### src/rtl/ps2_pkg.sv
// ps2_pkg: shared PS/2 frame states, set-2 prefix bytes and device-reply classification.
package ps2_pkg;
  typedef enum logic [1:0] {IDLE, DATA, PARITY, STOP} ps2State;
  localparam logic [7:0] PS2_EXT   = 8'hE0;
  localparam logic [7:0] PS2_BRK   = 8'hF0;
  localparam logic [7:0] PS2_PAUSE = 8'hE1;
  function automatic logic isReply(input logic [7:0] b);
    return b inside {8'h00, 8'hAA, 8'hEE, 8'hFA, 8'hFC, 8'hFE, 8'hFF};
  endfunction
endpackage

### src/rtl/ps2_filter.sv
// ps2_filter: two-flop synchroniser plus a glitch filter that only moves after FILTER equal samples.
module ps2_filter #(
  parameter int FILTER = 8
) (
  input  logic clock,
  input  logic reset,
  input  logic line,
  output logic level,
  output logic fall
);
  localparam int CW = $clog2(FILTER + 1);
  localparam logic [CW-1:0] LAST = CW'(FILTER - 1);
  logic [1:0] sync;
  logic [CW-1:0] count;
  always_ff @(posedge clock) begin
    if (reset) begin
      sync  <= 2'b11;
      level <= 1'b1;
      count <= '0;
      fall  <= 1'b0;
    end else begin
      sync <= {sync[0], line};
      fall <= 1'b0;
      if (sync[1] == level) count <= '0;
      else if (count == LAST) begin
        level <= sync[1];
        count <= '0;
        fall  <= level;
      end else count <= count + 1'b1;
    end
  end
endmodule

### src/rtl/ps2k_rx.sv
// ps2k_rx: PS/2 keyboard receiver turning set-2 frames into single make/break key events.
module ps2k_rx
  import ps2_pkg::*;
#(
  parameter int FILTER  = 8,
  parameter int TIMEOUT = 32000
) (
  input  logic       clock,
  input  logic       reset,
  input  logic [1:0] ps2,
  output logic       strb,
  output logic       make,
  output logic       ext,
  output logic [7:0] code,
  output logic       err
);
  localparam int TW = $clog2(TIMEOUT + 1);
  localparam logic [TW-1:0] TLIMIT = TW'(TIMEOUT);
  ps2State state;
  logic fall, dataLevel, unusedClkLevel, unusedDataFall;
  logic [2:0] bitCount, skip;
  logic [7:0] shift;
  logic parBit, byteValid, extFlag, brkFlag;
  logic [TW-1:0] tmo;
  ps2_filter #(.FILTER(FILTER)) clkFilter (
    .clock(clock), .reset(reset), .line(ps2[0]), .level(unusedClkLevel), .fall(fall)
  );
  ps2_filter #(.FILTER(FILTER)) dataFilter (
    .clock(clock), .reset(reset), .line(ps2[1]), .level(dataLevel), .fall(unusedDataFall)
  );
  always_ff @(posedge clock) begin
    if (reset) begin
      state     <= IDLE;
      bitCount  <= '0;
      skip      <= '0;
      shift     <= '0;
      parBit    <= 1'b0;
      byteValid <= 1'b0;
      extFlag   <= 1'b0;
      brkFlag   <= 1'b0;
      tmo       <= '0;
      strb      <= 1'b0;
      make      <= 1'b0;
      ext       <= 1'b0;
      code      <= 8'h00;
      err       <= 1'b0;
    end else begin
      strb      <= 1'b0;
      err       <= 1'b0;
      byteValid <= 1'b0;
      tmo       <= (state == IDLE || fall) ? '0 : tmo + 1'b1;
      if (state != IDLE && tmo == TLIMIT) state <= IDLE;
      else if (fall) begin
        case (state)
          IDLE: if (!dataLevel) begin
            state    <= DATA;
            bitCount <= '0;
          end
          DATA: begin
            shift    <= {dataLevel, shift[7:1]};
            bitCount <= bitCount + 1'b1;
            if (bitCount == 3'd7) state <= PARITY;
          end
          PARITY: begin
            parBit <= dataLevel;
            state  <= STOP;
          end
          default: begin
            state <= IDLE;
            if (dataLevel && ^{shift, parBit}) byteValid <= 1'b1;
            else begin
              err     <= 1'b1;
              extFlag <= 1'b0;
              brkFlag <= 1'b0;
            end
          end
        endcase
      end
      // the received byte stays in shift until the next frame's first data bit
      if (byteValid) begin
        if (skip != 3'd0) skip <= skip - 1'b1;
        else if (shift == PS2_PAUSE) begin
          skip    <= 3'd7;
          extFlag <= 1'b0;
          brkFlag <= 1'b0;
        end else if (shift == PS2_EXT) extFlag <= 1'b1;
        else if (shift == PS2_BRK) brkFlag <= 1'b1;
        else if (!isReply(shift)) begin
          strb    <= 1'b1;
          code    <= shift;
          make    <= !brkFlag;
          ext     <= extFlag;
          extFlag <= 1'b0;
          brkFlag <= 1'b0;
        end
      end
    end
  end
endmodule

### config.mk
export PLATFORM = sky130hd
export DESIGN_NAME = ps2k_rx
export DESIGN_NICKNAME = d
export VERILOG_FILES = /design/src/rtl/ps2_pkg.sv /design/src/rtl/ps2_filter.sv /design/src/rtl/ps2k_rx.sv
export SDC_FILE = /design/constraint.sdc
export NUM_CORES = 1
export LEC_CHECK = 0
export ABC_AREA = 1
export CAP_MARGIN = 20
export CORE_MARGIN = 4
export CORE_UTILIZATION = 59
export CTS_CLUSTER_SIZE = 14
export DETAILED_ROUTE_END_ITERATION = 10
export GPL_TIMING_DRIVEN = 0
export MAX_ROUTING_LAYER = met4
export PLACE_DENSITY_LB_ADDON = 0.1
export SETUP_SLACK_MARGIN = 0.05
export SYNTH_ARGS = -nofsm -noshare
export SYNTH_HDL_FRONTEND = slang
export SYNTH_SLANG_ARGS = --single-unit
### constraint.sdc
create_clock -name clock -period 2 [get_ports clock]
set_input_delay 0.4 -clock clock [delete_from_list [all_inputs] [get_ports clock]]
set_output_delay 0.4 -clock clock [all_outputs]
set_load 0.02 [all_outputs]
==> impl_metrics.yaml <==
setup_path:
  worst_path_max_delay_cell: "clkdlybuf4s50_1"
  r2r_start: "state[0]"
  worstSetupEndpointType: "output port"
  worstPathBufferInverterCount: 1
  crit_path_max_fanout: 2
  path_cells: "clkdlybuf4s50_1"
  required_ns: 1.60
  arrival_ns: 1.28
  crit_path_start: "code[5]"
  startpoint_type: "register"
  crit_path_max_incr_delay_ns: 0.61
  path_delay_family: "buffers and inverters"
  path_class: "reg -> out"
detailed_routing:
  firstDrtPassIters: 4
  drc: 0
  post_drt_wl_per_cell_um: 11.23
  via_per_inst: 5.141
  vias: 2560
  ant_nets: 0
  drt-initial-drc-count: 127
  drt-total-wl_um: 5594
clock_tree:
  numCtsBuffers: 9
  htreeDepth: 3
  path_clk_slew_ns: 0.07
  cts_root_buffer: "clkbuf_8"
  cts_tree: "built"
  cts_sinks: 62
  cts_buffer_depth: 2
  clock_latency_ns: 0.33
global_route:
  grt_first_pass_wirelength_um: 10050
  grt_max_degree: 12
  grt.overflow.total: 0
  grt_usage_pct: 21.08
  grt_pass1_vias: 2345
  antenna_found_initial: 0
yosys:
  synthTopCellsByArea: "dfxtp_1 42%, nand2_1 12%, a21oi_1 6.7%"
  syn_avg_cell_area_um2: 7.298
  synth_top_area_cell: "dfxtp_1"
  yosysWarnings: 0
  synth_area_um2: 2927
  yosysTopAreaCellShare_pct: 42.41
  seq_area_frac_synth_pct: 42.41
  ys_ff_latch: 62
  syn_nets: 417
  yosysUniqueCellTypes: 34
  synthCells: 401
floorplanning:
  num_io_pins: 16
  die_y_um: 78.43
  die_w_um: 78.43
  core_um2: 4755
  start_util_pct: 61.55
  rows: 25
  dieArea_um2: 6151
placement:
  place_area_um2: 3151
  finalWeightedCongestion: 0.8649
  port_buffers: 14
  dp_hpwl_um: 4068
timing:
  fin_hold_ws_ns: 0.4068
  rsz0062_at_grt: "false"
  post-route-min-period_ns: 1.675
  max_slew_margin_pct: 64.35
  finalCritPeriodShare_pct: 83.77
  slew_violations: 0
  max_freq_mhz: 596.9
  setup-violations-final: 0
  tns_ns: 0
  worst_pin_slew_ns: 0.5348
  skew_ns: 0.009731
  hold_viol: 0
run_status:
  outcome: "complete, no violations"
power:
  peakVddDrop_mv: 0.7760
  leakagePower_nw: 1.278
  power_density_nw_per_um2: 733.2
worst_hold_path:
  worstHoldStart: "dataFilter.sync[0]"
  hold_path_class: "reg -> reg"
final_layout:
  nNetsFinal: 442
  area_growth_pct: 15.35
  antennaDiodeCount: 0
  utilization_pct: 71.00
  final_layout_size_suffix_gt1_share_pct: 12.53
  finalInstanceArea_um2: 3376
  n_fill_cell: 399
run:
  cap_viol_max_count: 0
[cell usage in the layout (no fill, tap or decap), drive strengths merged, types with 2 or more instances in the layout]
master / instances
clkdlybuf4s50: 14
a31oi: 2
clkinvlp: 2
clkbuf: 14
nand2: 94
a21oi: 39
nor2: 41
or2: 5
inv: 52
buf: 10
dfxtp: 62
ha: 12
o21ai: 16
bufinv: 2
xor2: 2
nand4: 15
nor3b: 3
clkinv: 2
nand3: 32
nor3: 5
[layer usage]
metal  GRT usage (%)  share of wire [%]  vias to the layer above
met5               -                  0                        -
met4           10.14                1.8                        0
met3           4.587                4.4                        7
met2           32.45                 45                       53
met1           26.41                 48                     1154
li1                -                  -                     1346
[logic make-up (layout without fill, tap and decap cells)]
family	after synthesis	count (layout)	share of synthesized area [%]
fa+ha+maj	12	12	5.130
buf+inv	66	96	9.576
xor+xnor	3	3	0.8980
compound gates	60	60	10.73
simple gates	198	198	31.25
flops	62	62	42.41
[final timing paths]
path                                      endpoint  slack (ns)  cells after the start
worst max-delay path                       code[5]        0.32                      1
worst min-delay path            dataFilter.sync[1]        0.41                      1
worst max register to register            shift[5]        0.34                      9
worst min register to register  dataFilter.sync[1]        0.41                      1
[per-stage QoR]
stage | instances | setup WS (ns) | total power, mW
detailed placement | 482 | 0.2986 | 1.298
global route | 498 | 0.09531 | 2.563
finish | 498 | 0.3247 | 2.475
global placement | 482 | 0.3239 | 1.298
CTS | 498 | 0.2947 | 2.510
floorplan | 401 | 0.4984 | 1.287
[power by group]
part | switching, mW | internal, mW | total, mW
clock network | 0.474 | 0.731 | 1.20
logic | 0.0185 | 0.0102 | 0.0288
registers | 0.00228 | 1.24 | 1.24
[cells in the mapped netlist]
cell type / n
nand2_1: 91
dfxtp_1: 62
nor2_1: 41
a21oi_1: 39
inv_1: 39
nand3_1: 30
nand4_1: 15
inv_2: 13
o21ai_0: 13
ha_1: 12
buf_2: 5
or2_2: 5
clkbuf_1: 4
buf_6: 3
nor3b_1: 3
a31oi_1: 2
nand2_2: 2
nand3_2: 2
nor3_1: 2
nor3_4: 2
o21ai_1: 2
xor2_1: 2
and2_1: 1
and3_1: 1
buf_1: 1
buf_4: 1
nand2_4: 1
nor3_2: 1
nor4_2: 1
o211ai_1: 1
o21ai_2: 1
o21bai_1: 1
o31ai_1: 1
xnor2_1: 1
[flip-flops by register name (all words and copies together), names as in the netlist, 2 cells and up]
name	count
tmo	15
code	8
shift	8
clkFilter.count	4
bitCount	3
skip	3
state	2
dataFilter.sync	2
dataFilter.count	4
clkFilter.sync	2
[area by class of cell]
class	instances	area, um2	share of cell area [%]
Clock inverter	6	85.08	2.520
Timing Repair Buffer	14	140.1	4.151
Clock buffer	10	137.6	4.077
Tap cell	67	83.83	2.483
Buffer	14	85.08	2.520
Multi-Input combinational cell	273	1408	41.70
Sequential cell	62	1241	36.77
Inverter	52	195.2	5.782
[timing repair]
action | CTS | global route
gates resized for setup | 0 | 1
hold buffers | 0 | 0
setup buffers | 0 | 0
setup endpoints to repair | 0 | 1
No activity file was read; power rests on OpenSTA's default activity.
